--- src/rtl/time_stamp_unit_pkg.sv ---
// Shared types and constants for the interrupt time-stamp unit.
//   word / CsrAddrT / MonoTimerT / CsrOpT : CSR-path and timer types.
//   TimeStampModeT                        : per-channel capture edge selection.
//   Default* / *Offset / StatusOverrunLsb : defaults and CSR layout constants.
package time_stamp_unit_pkg;

  typedef logic [31:0] word;
  typedef logic [11:0] CsrAddrT;
  typedef logic [63:0] MonoTimerT;

  typedef enum logic [1:0] {
    CSR_NONE = 2'b00,
    CSRRW    = 2'b01,
    CSRRS    = 2'b10,
    CSRRC    = 2'b11
  } CsrOpT;

  typedef enum logic [1:0] {
    TS_OFF  = 2'b00,
    TS_RISE = 2'b01,
    TS_FALL = 2'b10,
    TS_BOTH = 2'b11
  } TimeStampModeT;

  localparam int unsigned DefaultNumChannels = 8;
  localparam int unsigned DefaultStampWidth  = 16;
  localparam int unsigned DefaultPreScaler   = 4;
  localparam CsrAddrT     DefaultCsrBase     = 12'h7C0;

  // STATUS carries overrun flags starting at this bit.
  localparam int unsigned StatusOverrunLsb = 16;

  // STATUS and MODE sit directly after the stamp registers.
  localparam int unsigned StatusAddrOffset = 0;
  localparam int unsigned ModeAddrOffset   = 1;

endpackage

--- src/rtl/time_stamp_unit_if.sv ---
// CSR access bundle between the instruction pipeline and the time-stamp unit.
//   csr_enable : CSR instruction active this cycle
//   csr_addr   : CSR address
//   csr_op     : CSRRW / CSRRS / CSRRC
//   rs1_data   : write operand
//   csr_out    : combinational read data
// master = pipeline side, slave = time-stamp unit.
interface time_stamp_unit_if;
  import time_stamp_unit_pkg::*;

  logic    csr_enable;
  CsrAddrT csr_addr;
  CsrOpT   csr_op;
  word     rs1_data;
  word     csr_out;

  modport master (
    output csr_enable, csr_addr, csr_op, rs1_data,
    input  csr_out
  );

  modport slave (
    input  csr_enable, csr_addr, csr_op, rs1_data,
    output csr_out
  );

endinterface

--- src/rtl/time_stamp_channel.sv ---
// One capture channel: edge detection on pend, stamp capture, valid/overrun.
//   clk, reset : clock, synchronous active-high reset
//   pend       : pending line of this vector
//   mode       : edge selection (off / rise / fall / both)
//   stamp_in   : prescaled, truncated timer value
//   read_clr   : stamp CSR read this cycle (clears valid)
//   ovf_clr    : W1C request for overrun
//   stamp, valid, overrun : registered channel state
module time_stamp_channel
  import time_stamp_unit_pkg::*;
#(
  parameter int unsigned StampWidth = DefaultStampWidth
) (
  input  logic                  clk,
  input  logic                  reset,
  input  logic                  pend,
  input  TimeStampModeT         mode,
  input  logic [StampWidth-1:0] stamp_in,
  input  logic                  read_clr,
  input  logic                  ovf_clr,
  output logic [StampWidth-1:0] stamp,
  output logic                  valid,
  output logic                  overrun
);

  logic                  old_pend_q, old_pend_d;
  logic [StampWidth-1:0] stamp_q, stamp_d;
  logic                  valid_q, valid_d;
  logic                  overrun_q, overrun_d;
  logic [1:0]            mode_bits;
  logic                  rise, fall, edge_hit;

  assign mode_bits = mode;

  always_comb begin
    rise       = ~old_pend_q & pend;
    fall       = old_pend_q & ~pend;
    edge_hit   = (rise & mode_bits[0]) | (fall & mode_bits[1]);
    old_pend_d = pend;
    stamp_d    = stamp_q;
    valid_d    = valid_q;
    if (edge_hit) begin
      stamp_d = stamp_in;
      valid_d = 1'b1;
    end else if (read_clr) begin
      valid_d = 1'b0;
    end
    // A same-cycle read consumes the old stamp, so no data is lost; a new
    // overrun takes priority over a simultaneous clear.
    overrun_d = (edge_hit & valid_q & ~read_clr) | (overrun_q & ~ovf_clr);
  end

  always_ff @(posedge clk) begin
    if (reset) begin
      old_pend_q <= 1'b0;
      stamp_q    <= '0;
      valid_q    <= 1'b0;
      overrun_q  <= 1'b0;
    end else begin
      old_pend_q <= old_pend_d;
      stamp_q    <= stamp_d;
      valid_q    <= valid_d;
      overrun_q  <= overrun_d;
    end
  end

  assign stamp   = stamp_q;
  assign valid   = valid_q;
  assign overrun = overrun_q;

endmodule

--- src/rtl/time_stamp_unit.sv ---
// Per-vector interrupt time-stamper with CSR access.
//   clk, reset : clock, synchronous active-high reset
//   mono_timer : free-running monotonic timer
//   pend       : per-vector pending lines (unpacked)
//   csr        : CSR access bundle (slave side), csr_out is combinational
// Address map: stamp[k] at CsrBase+k, STATUS after the stamps, MODE after STATUS.
module time_stamp_unit
  import time_stamp_unit_pkg::*;
#(
  parameter int unsigned NumChannels = DefaultNumChannels,
  parameter int unsigned StampWidth  = DefaultStampWidth,
  parameter int unsigned PreScaler   = DefaultPreScaler,
  parameter CsrAddrT     CsrBase     = DefaultCsrBase
) (
  input  logic               clk,
  input  logic               reset,
  input  MonoTimerT          mono_timer,
  input  logic               pend [NumChannels],
  time_stamp_unit_if.slave   csr
);

  localparam CsrAddrT StatusAddr = CsrAddrT'(CsrBase + NumChannels + StatusAddrOffset);
  localparam CsrAddrT ModeAddr   = CsrAddrT'(CsrBase + NumChannels + ModeAddrOffset);
  localparam logic [2*NumChannels-1:0] ModeReset = {NumChannels{2'b01}};

  logic [2*NumChannels-1:0] mode_q, mode_d;
  logic [StampWidth-1:0]    stamp_in;
  logic [StampWidth-1:0]    stamp [NumChannels];
  logic [NumChannels-1:0]   valid, overrun;
  logic [NumChannels-1:0]   stamp_sel, read_clr, ovf_clr;
  logic                     rs1_nz, write_en;
  word                      rd_data;

  assign stamp_in = StampWidth'(mono_timer >> PreScaler);
  assign rs1_nz   = |csr.rs1_data;

  // Address decode and write control.
  always_comb begin
    stamp_sel = '0;
    for (int unsigned k = 0; k < NumChannels; k++) begin
      if (csr.csr_addr == CsrAddrT'(CsrBase + k)) stamp_sel[k] = 1'b1;
    end
    read_clr = csr.csr_enable ? stamp_sel : '0;

    write_en = csr.csr_enable &
               ((csr.csr_op == CSRRW) |
                (((csr.csr_op == CSRRS) | (csr.csr_op == CSRRC)) & rs1_nz));

    mode_d = mode_q;
    if (write_en && (csr.csr_addr == ModeAddr)) begin
      case (csr.csr_op)
        CSRRW:   mode_d = csr.rs1_data[2*NumChannels-1:0];
        CSRRS:   mode_d = mode_q | csr.rs1_data[2*NumChannels-1:0];
        CSRRC:   mode_d = mode_q & ~csr.rs1_data[2*NumChannels-1:0];
        default: mode_d = mode_q;
      endcase
    end

    // Overrun is W1C for RW and RS only; RC never clears status.
    ovf_clr = '0;
    if (csr.csr_enable && (csr.csr_addr == StatusAddr) &&
        ((csr.csr_op == CSRRW) || (csr.csr_op == CSRRS))) begin
      ovf_clr = csr.rs1_data[StatusOverrunLsb +: NumChannels];
    end
  end

  // Read mux.
  always_comb begin
    rd_data = '0;
    for (int unsigned k = 0; k < NumChannels; k++) begin
      if (stamp_sel[k]) rd_data = word'(stamp[k]);
    end
    if (csr.csr_addr == StatusAddr) begin
      rd_data[NumChannels-1:0]                = valid;
      rd_data[StatusOverrunLsb +: NumChannels] = overrun;
    end
    if (csr.csr_addr == ModeAddr) begin
      rd_data[2*NumChannels-1:0] = mode_q;
    end
  end

  assign csr.csr_out = rd_data;

  always_ff @(posedge clk) begin
    if (reset) mode_q <= ModeReset;
    else       mode_q <= mode_d;
  end

  for (genvar k = 0; k < NumChannels; k++) begin : g_chan
    time_stamp_channel #(
      .StampWidth(StampWidth)
    ) u_chan (
      .clk      (clk),
      .reset    (reset),
      .pend     (pend[k]),
      .mode     (TimeStampModeT'(mode_q[2*k +: 2])),
      .stamp_in (stamp_in),
      .read_clr (read_clr[k]),
      .ovf_clr  (ovf_clr[k]),
      .stamp    (stamp[k]),
      .valid    (valid[k]),
      .overrun  (overrun[k])
    );
  end

endmodule

--- src/flat_wrapper.sv ---
// flat-port wrapper written by rule: the top's interface ports become plain ports
module time_stamp_unit_flat import time_stamp_unit_pkg::*;
#(
  parameter int unsigned NumChannels = DefaultNumChannels,
  parameter int unsigned StampWidth  = DefaultStampWidth,
  parameter int unsigned PreScaler   = DefaultPreScaler,
  parameter CsrAddrT     CsrBase     = DefaultCsrBase
)
  (clk, reset, mono_timer, pend, csr_csr_enable, csr_csr_addr, csr_csr_op, csr_rs1_data, csr_csr_out);
  time_stamp_unit_if csr_i ();
  input  logic clk;
  input  logic reset;
  input  MonoTimerT mono_timer;
  input  logic pend[NumChannels];
  input wire logic [$bits(csr_i.csr_enable)-1:0] csr_csr_enable;
  input wire logic [$bits(csr_i.csr_addr)-1:0] csr_csr_addr;
  input wire logic [$bits(csr_i.csr_op)-1:0] csr_csr_op;
  input wire logic [$bits(csr_i.rs1_data)-1:0] csr_rs1_data;
  output wire logic [$bits(csr_i.csr_out)-1:0] csr_csr_out;
  assign csr_i.csr_enable = csr_csr_enable;
  assign csr_i.csr_addr = csr_csr_addr;
  assign csr_i.csr_op = csr_csr_op;
  assign csr_i.rs1_data = csr_rs1_data;
  assign csr_csr_out = csr_i.csr_out;
  time_stamp_unit #(.NumChannels(NumChannels), .StampWidth(StampWidth), .PreScaler(PreScaler), .CsrBase(CsrBase)) u_core (.clk(clk), .reset(reset), .mono_timer(mono_timer), .pend(pend), .csr(csr_i));
endmodule
--- config.mk ---
export PLATFORM = sky130hd
export DESIGN_NAME = time_stamp_unit_flat
export DESIGN_NICKNAME = d
export VERILOG_FILES = /design/src/rtl/time_stamp_unit_pkg.sv /design/src/rtl/time_stamp_unit_if.sv /design/src/rtl/time_stamp_channel.sv /design/src/rtl/time_stamp_unit.sv /design/src/flat_wrapper.sv
export SDC_FILE = /design/constraint.sdc
export NUM_CORES = 1
export LEC_CHECK = 0
export ABC_AREA = 1
export CORE_MARGIN = 8
export CORE_UTILIZATION = 40
export CTS_BUF_LIST = sky130_fd_sc_hd__clkbuf_4
export CTS_CLUSTER_DIAMETER = 150
export DETAILED_ROUTE_END_ITERATION = 8
export DONT_BUFFER_PORTS = 1
export PLACE_DENSITY = 0.65
export SETUP_SLACK_MARGIN = 0.3
export SKIP_LAST_GASP = 1
export SLEW_MARGIN = 20
export SYNTH_ARGS = -nofsm -noshare
export SYNTH_HDL_FRONTEND = slang
export SYNTH_SLANG_ARGS = --single-unit
--- constraint.sdc ---
create_clock -name clk -period 2.4 [get_ports clk]
set_input_delay 0.6 -clock clk [delete_from_list [all_inputs] [get_ports clk]]
set_output_delay 0.6 -clock clk [all_outputs]
set_load 0.02 [all_outputs]
# Yosys cells after proc, flatten, opt, wreduce, memory -nomap -nowiden
# Index checks and enable logic that the tools add are counted.
classes:
  n_eq_ne: 13
  mux: 38
  bitwise_logic: 111
  n_reduce_logical: 15
op_table:
  columns: ["cell", "count"]
  rows:
  - ["$mux 16", 9]
  - ["$eq 12x11->1 const B", 10]
  - ["$and 1x1->1", 58]
  - ["$pmux 16 s3", 1]
  - ["$mux 8", 4]
  - ["$not 1->1", 32]
  - ["$reduce_or 32->1", 1]
  - ["$mux 1", 24]
  - ["$or 1x1->1", 18]
  - ["$and 16x16->16", 1]
  - ["$not 16->16", 1]
  - ["$or 16x16->16", 1]
  - ["$reduce_bool 2->1", 8]
  - ["$eq 2x2->1 const B", 2]
  - ["$logic_and 1x1->1", 3]
  - ["$reduce_bool 3->1", 1]
  - ["$eq 2x1->1 const B", 1]
  - ["$reduce_and 2->1", 1]
  - ["$logic_or 1x1->1", 1]
word_totals:
  register_bits: 168
  in_bits: 121
  elab_cells: 210

# Depth between registers and ports, before layout
# Gate-level depths: netlist (run 1).
logic_depth:
  ltp_word: 12
  depth_mapped: 16
  depth_no_buf: 16

# By module
# A second synthesis (run 1) with hierarchy kept.
unflattened:
  hier_cells: 1507
  hier_area_um2: 9251.4
modules_own_cells:
  columns: ["module", "n_inst", "cells_per_inst", "area_per_inst_um2"]
  rows:
  - ["time_stamp_channel", 8, 122, 810.8]
  - ["time_stamp_unit", 1, 531, 2765.2]

# Least setup slack after synthesis (run 1)
# No wires, ideal clock.
synth_path:
  path_type: "input-to-output"
  startpoint: "input csr_csr_addr[5]"
  endpoint: "output csr_csr_out[1]"
  t_arrival_ns: 2.070
  setup_slack_ns: -0.270
  path_stages: 12
  n_path_buf: 1
  path_cell_list: "nor2_2 nand2_4 nor2_8 inv_6 nor2_1 nand3_1 inv_1 buf_4 a21oi_1 nand2_1 nand2_1 a21oi_1"
synth_via:
  elab_chain_cells: 12
  elab_cells_between_ends: 28
  classes_between: "10 x eq/ne; 18 x mux"
synth_lines:
  columns: ["item", "line_no", "source"]
  rows:
  - ["start, declared", "flat_wrapper.sv:16", "input wire logic [$bits(csr_i.csr_addr)-1:0] csr_csr_addr;"]
  - ["$eq 12x11->1", "time_stamp_unit.sv:41", "if (csr.csr_addr == CsrAddrT'(CsrBase + k)) stamp_sel[k] = 1'b1;"]
  - ["$mux 1", "time_stamp_unit.sv:41", null]
  - ["$mux 16 (8 in series)", "time_stamp_unit.sv:71", "if (stamp_sel[k]) rd_data = word'(stamp[k]);"]
  - ["$mux 8", "time_stamp_unit.sv:73", "if (csr.csr_addr == StatusAddr) begin"]
  - ["$mux 16 (*)", "time_stamp_unit.sv:77", "if (csr.csr_addr == ModeAddr) begin"]
  - ["end, declared", "flat_wrapper.sv:19", "output wire logic [$bits(csr_i.csr_out)-1:0] csr_csr_out;"]
# Every way passes the cells marked *; elsewhere a longest branch is shown, timed or not.

# Worst setup path after layout (run 1)
layout_path:
  startpoint: "input csr_csr_addr[4]"
  endpoint: "output csr_csr_out[3]"
# Same word-level chain as after synthesis.

==> reports/results.tsv, run 1 <==
metric	value	unit
outcome	finished with violations	
violations	setup timing	
place_congestion	0.856	
cp_slowest_cell	nand4_1	
cp-start-kind	input pin	
seqPwrFrac	0.565	
core	19400	sq um
cp_top_family	simple AND/OR/NAND/NOR gates	
nets	1332	
hpwl	18000	um
crit_buf_inv	0	
detail_route.wl_per_cell	17.1	um
antenna_left	0	
first_pass_iters	7	
hold_class	in2reg	
antenna_found_initial	1	
slew_viol_final	0	
crit_fanout	6	
path_cells	nor2_4 > nand2_4 > nor2_8 > nand4_1 > nand3_1 > nand2_2 > nand2_2 > nand2_2 > nand2_1 > nand2_1 > nand2_1 > nand2_2 > a21oi_4	
critical-path-max-stage-delay	250	ps
postCtsHoldBufs	0	
leakagePower	0.00429	uW
synth_ff_type	dfxtp_1	
synth_edf_count	0	
powerDensity	558	nW/um^2
ys_types	37	
tightest_slew	529	ps
slew-limit-headroom	0.647	
area_growth	25.5	%
num_vias	7751	
gr-usage-all-layers	0.205	
r2r-end	u_core.g_chan[2].u_chan.overrun	
avgSynthCellArea	6.99	sq um
final-setup-viol-count	16	
fin_crit	2730	ps
synth_top_area_share	0.428	
power.switching	1630	uW
fill_cells	1938	
rsz0062_at_grt	true	
fin_crit_sh	1.14	
synth_top_cell_by_area	dfxtp_1	
cts_root_buf	clkbuf_4	
r2r_cells	6	
crit_type	in2out	
regArea	3360	sq um
final.setup.worst_slack	-335	ps
die-area	24400	sq um
routed_wl	25400	um
worst-path-stages	13	
grt_pass1_wl	39100	um
cp-startpoint	csr_csr_addr[4]	
p_comb_frac	0.120	
pin_count	153	
rows	51	
clock_latency	590	ps
ys_async_sr_fraction	0	
synth_top_cells_by_area	dfxtp_1 43%, o21ai_0 9.7%, nor2_1 8.6%	
grt-ovfl-total	0	
avgViaCountPerCell	5.21	
cp.arrival	2130	ps
required	1800	ps
drive_gt1_frac	0.228	
synth_area	7860	sq um
start_util	0.405	
fp.dieH	156	um
cts-htree-levels	4	
synth_cells	1124	
peakVddDrop	0.273	mV
power	5500	uW
grt_max_degree	59	
io_buffers	0	
fmax	366	MHz
maxCapViolations	0	
grt_pass1_vias	7255	
cts_made_buffers	17	
critPathCapture	csr_csr_out[3]	
ys_seq_elements	168	
cts.path.max_buffers	2	
synth-seq-area-share	0.428	
synth_common_cells	180 x nor2_1, 168 x dfxtp_1, 153 x nand2_1, 153 x o21ai_0, 132 x a21oi_1	
synth.most_common_cell	nor2_1	
cts_tree	done	
skew	20.1	ps
cts.sinks	168	
multi_input_area	4280	sq um
pwr-share-clk	0.315	
drcViolationCount	0	
synth-warning-count	0	
drtIter0Drc	687	
swShare	0.296	
die_width	156	um
timing.rr.start	u_core.mode_q[4]	
cp_common_cell	nand2_2	
fin_tns_setup	-4660	ps
reg2reg_slack	980	ps
p_int	3870	uW
path_clk_slew	150	ps
hold_viol	0	
crit_path_end_kind	primary output	
[logic make-up (layout without fill, tap and decap cells)]
kind of cell	count (synthesis)	count (layout)	synth area share
simple gates	433	433	0.238
compound gates	327	327	0.229
buf+inv	192	282	0.0998
flops	168	168	0.428
fa+ha+maj	3	3	0.00478
other cells	1	9	0.000477
[cells in the final DEF, fill, tap and decap left out, types with 8 or more instances in the layout]
cell type | synthesis | layout
nand2_2 | 2 | 24
nand3_1 | 41 | 35
nand4_1 | 16 | 16
inv_1 | 124 | 114
nand2_1 | 153 | 126
dfxtp_1 | 168 | 168
inv_2 | 6 | 12
nor2_4 | 3 | 17
buf_12 | 0 | 8
o21ai_2 | 0 | 8
nor2_1 | 180 | 169
o21bai_1 | 8 | 8
a21oi_2 | 0 | 8
conb_1 | 1 | 8
buf_4 | 10 | 87
clkbuf_4 | 0 | 17
o211ai_2 | 8 | 8
a21oi_1 | 132 | 121
o21ai_0 | 153 | 145
o2111ai_2 | 0 | 8
nor3_1 | 16 | 15
buf_6 | 2 | 19
[metrics by stage]
step	std cells	hold slack [ps]	instance area, sq um	setup WS [ps]	util
6_report	1487	52.1	9860	-335	0.509
5_1_grt	1487	6.45	9860	-450	0.509
4_1_cts	1472	20.7	9530	-342	0.491
3_5_place_dp	1425	445	8830	-457	0.455
3_3_place_gp	1425	438	8830	-426	0.455
2_1_floorplan	1131	429	8040	-137	-
[worst min path at each step]
stage / from / endpoint / slack, ps / cells past startpoint
floorplan: u_core.g_chan[1].u_chan.stamp[0] / u_core.g_chan[1].u_chan.stamp[0] / 430 / 2
global placement: u_core.g_chan[3].u_chan.stamp[10] / u_core.g_chan[3].u_chan.stamp[10] / 440 / 2
detailed placement: u_core.g_chan[5].u_chan.stamp[15] / u_core.g_chan[5].u_chan.stamp[15] / 440 / 2
CTS: reset / u_core.g_chan[2].u_chan.stamp[8] / 20 / 1
global route: reset / u_core.g_chan[2].u_chan.stamp[5] / 6 / 1
finish: reset / u_core.g_chan[2].u_chan.stamp[5] / 50 / 1
[power by group through the flow]
stage,registers (uW),clock network [uW],logic [uW]
3_5_place_dp,3160,0,626
3_3_place_gp,3150,0,610
4_1_cts,3100,1760,641
6_report,3110,1730,662
5_1_grt,3130,1870,757
2_1_floorplan,3130,0,486
[sequential cells by signal, indices dropped and copies added (netlist names)]
register,flops
u_core.g_chan.u_chan.old_pend_q,8
u_core.g_chan.u_chan.overrun,8
u_core.g_chan.u_chan.stamp,128
u_core.mode_q,16
u_core.g_chan.u_chan.valid,8
[worst register-to-register path, stage by stage (launching register included)]
cell and delay (ps):
dfxtp_1 380, inv_1 90, o21bai_1 180, nand2_1 70
buf_4 210, or2_2 320, a21oi_1 120
[layer usage]
metal  wire (um)  vias to the layer above  global-route usage
li1            -                     3863                   -
met1       10900                     3650               0.262
met2       12300                      201               0.336
met3        1570                       37              0.0427
met4         567                        0              0.0737
met5           0                        -                   0
[final cells by class]
cell class | count | share of cell area
clock buffer | 17 | 0.0129
sequential | 168 | 0.341
tap | 265 | 0.0336
clock inverter | 15 | 0.0170
multi-input combinational | 771 | 0.434
inverter | 134 | 0.0539
timing repair buffer | 116 | 0.107
antenna | 1 | 0.000254
[timing repair]
item,in CTS,in global routing
pin swaps,34,33
buffers inserted,15,14
hold endpoints to repair,0,0
endpoints found under the setup margin,24,24
gates resized for setup,65,53
Power figures use the tool's default switching activity.
==> run 2, diff against run 1 <==
HOLD_SLACK_MARGIN = 0.1   (was default)
PLACE_DENSITY = 0.63   (was 0.65)
clock period = 3.4 ns   (was 2.4 ns; I/O delays follow)
==> reports/results.tsv, run 2 (synthesis gave the netlist of run 1 again) <==
metric	value	unit
rsz0062_at_grt	true	
final-setup-viol-count	0	
cts.sinks	168	
cts_made_buffers	17	
pwr-share-clk	0.309	
core	19400	sq um
fin_crit	3350	ps
drcViolationCount	0	
largest_reg_flops	128	
multi_input_area	4160	sq um
cp.arrival	2500	ps
slew_viol_final	0	
grt_pass1_vias	6981	
detail_route.wl_per_cell	17.3	um
path_clk_slew	150	ps
die_width	156	um
hold_class	in2reg	
grt_pass1_wl	38700	um
swShare	0.291	
fill_cells	1950	
cts-htree-levels	4	
avgViaCountPerCell	5.18	
tightest_slew	969	ps
peakVddDrop	0.268	mV
powerDensity	399	nW/um^2
area_growth	21.4	%
io_buffers	0	
maxCapViolations	0	
cts_tree	done	
layout.cells.most_common_list	171 x nor2_1, 168 x dfxtp_1, 146 x o21ai_0	
num_vias	7599	
drtIter0Drc	714	
drive_gt1_frac	0.198	
routed_wl	25400	um
place_congestion	0.865	
slew-limit-headroom	0.352	
start_util	0.405	
cts_root_buf	clkbuf_4	
first_pass_iters	6	
required	2550	ps
nets	1310	
cts.path.max_buffers	2	
outcome	complete, no violations	
crit_fanout	6	
p_int	2700	uW
seqPwrFrac	0.575	
fp.dieH	156	um
leakagePower	0.00418	uW
grt-ovfl-total	0	
gr-usage-all-layers	0.205	
cp-start-kind	input pin	
grt_max_degree	95	
power	3810	uW
p_comb_frac	0.116	
antenna_left	0	
crit_type	in2out	
hpwl	17700	um
fmax	299	MHz
crit_path_end_kind	primary output	
final_common_cell	nor2_1	
postCtsHoldBufs	0	
clock_latency	570	ps
power.switching	1110	uW
die-area	24400	sq um
hold_viol	0	
fin_crit_sh	0.984	
fin_tns_setup	0	ps
regArea	3360	sq um
rows	51	
pin_count	153	
antenna_found_initial	1	
skew	23.5	ps
==> run 2: cell types whose count changed in the layout (fill, tap and decap cells not counted), moves of 5 or more <==
cell and change:
buf_6 -8, buf_4 -16, o2111ai_1 +5, nand2_2 -5
o2111ai_2 -5, nor2_4 -6, nand2_4 +5
==> run 2: worst paths after layout <==
path	start	end	slack, ps	cells after the start
hold reg to reg	u_core.g_chan[7].u_chan.stamp[8]	u_core.g_chan[7].u_chan.stamp[8]	460	2
hold / removal	reset	u_core.g_chan[2].u_chan.stamp[9]	330	1
setup reg to reg	u_core.mode_q[5]	u_core.g_chan[2].u_chan.overrun	1190	5
setup / recovery	csr_csr_addr[4]	csr_csr_out[3]	50	16
==> run 2: per-layer routing <==
metal  vias up  global-route usage  wire, um  share of wire
met5         -                   0         0              0
met4         0              0.0851       741          0.029
met3        42              0.0518      1860          0.073
met2       260               0.326     11900           0.47
met1      3474               0.259     10900           0.43
li1       3823                   -         -              -
==> run 2: critical path, cell delays in order <==
cell and delay, ps:
nor2_4 110, nand2_4 100, nor2_8 180, nand4_1 280
inv_2 170, buf_6 110, nand2_4 30, nand2_2 60
nand2_1 60, nand2_1 70, nand2_1 50, nand2_1 80
nand2_1 60, nand2_2 70, a21oi_2 60, buf_6 130
==> run 2: cell type report <==
type,count,area share
Inverter,134,0.0549
Clock inverter,15,0.0156
Timing Repair Buffer,94,0.0919
Clock buffer,17,0.0134
Multi-Input combinational cell,771,0.436
Antenna cell,2,0.000525
Tap cell,265,0.0347
Sequential cell,168,0.352
==> run 2: power by group through the flow <==
stage | sequential, uW | clock, uW | combinational (uW)
after floorplan | 2210 | 0 | 336
after detailed placement | 2230 | 0 | 414
after global placement | 2220 | 0 | 404
after CTS | 2190 | 1200 | 421
final | 2190 | 1180 | 440
after global routing | 2210 | 1300 | 502
==> run 2: metrics by stage <==
stage | area, sq um | std cells | hold slack [ps] | setup slack, ps | utilization
CTS | 9090 | 1450 | 292 | 80.9 | 0.469
finish | 9540 | 1466 | 332 | 54.6 | 0.492
detailed placement | 8510 | 1405 | 443 | -104 | 0.439
floorplan | 7890 | 1131 | 429 | 305 | -
global route | 9540 | 1466 | 254 | -26.5 | 0.492
global placement | 8510 | 1405 | 438 | -47.6 | 0.439
==> run 2: repair_timing <==
item	4_1_cts	5_1_grt
setup endpoints to repair	24	24
endpoints found under the hold margin	0	0
setup buffers	13	14
gates resized for setup	60	74
pin swaps	25	35
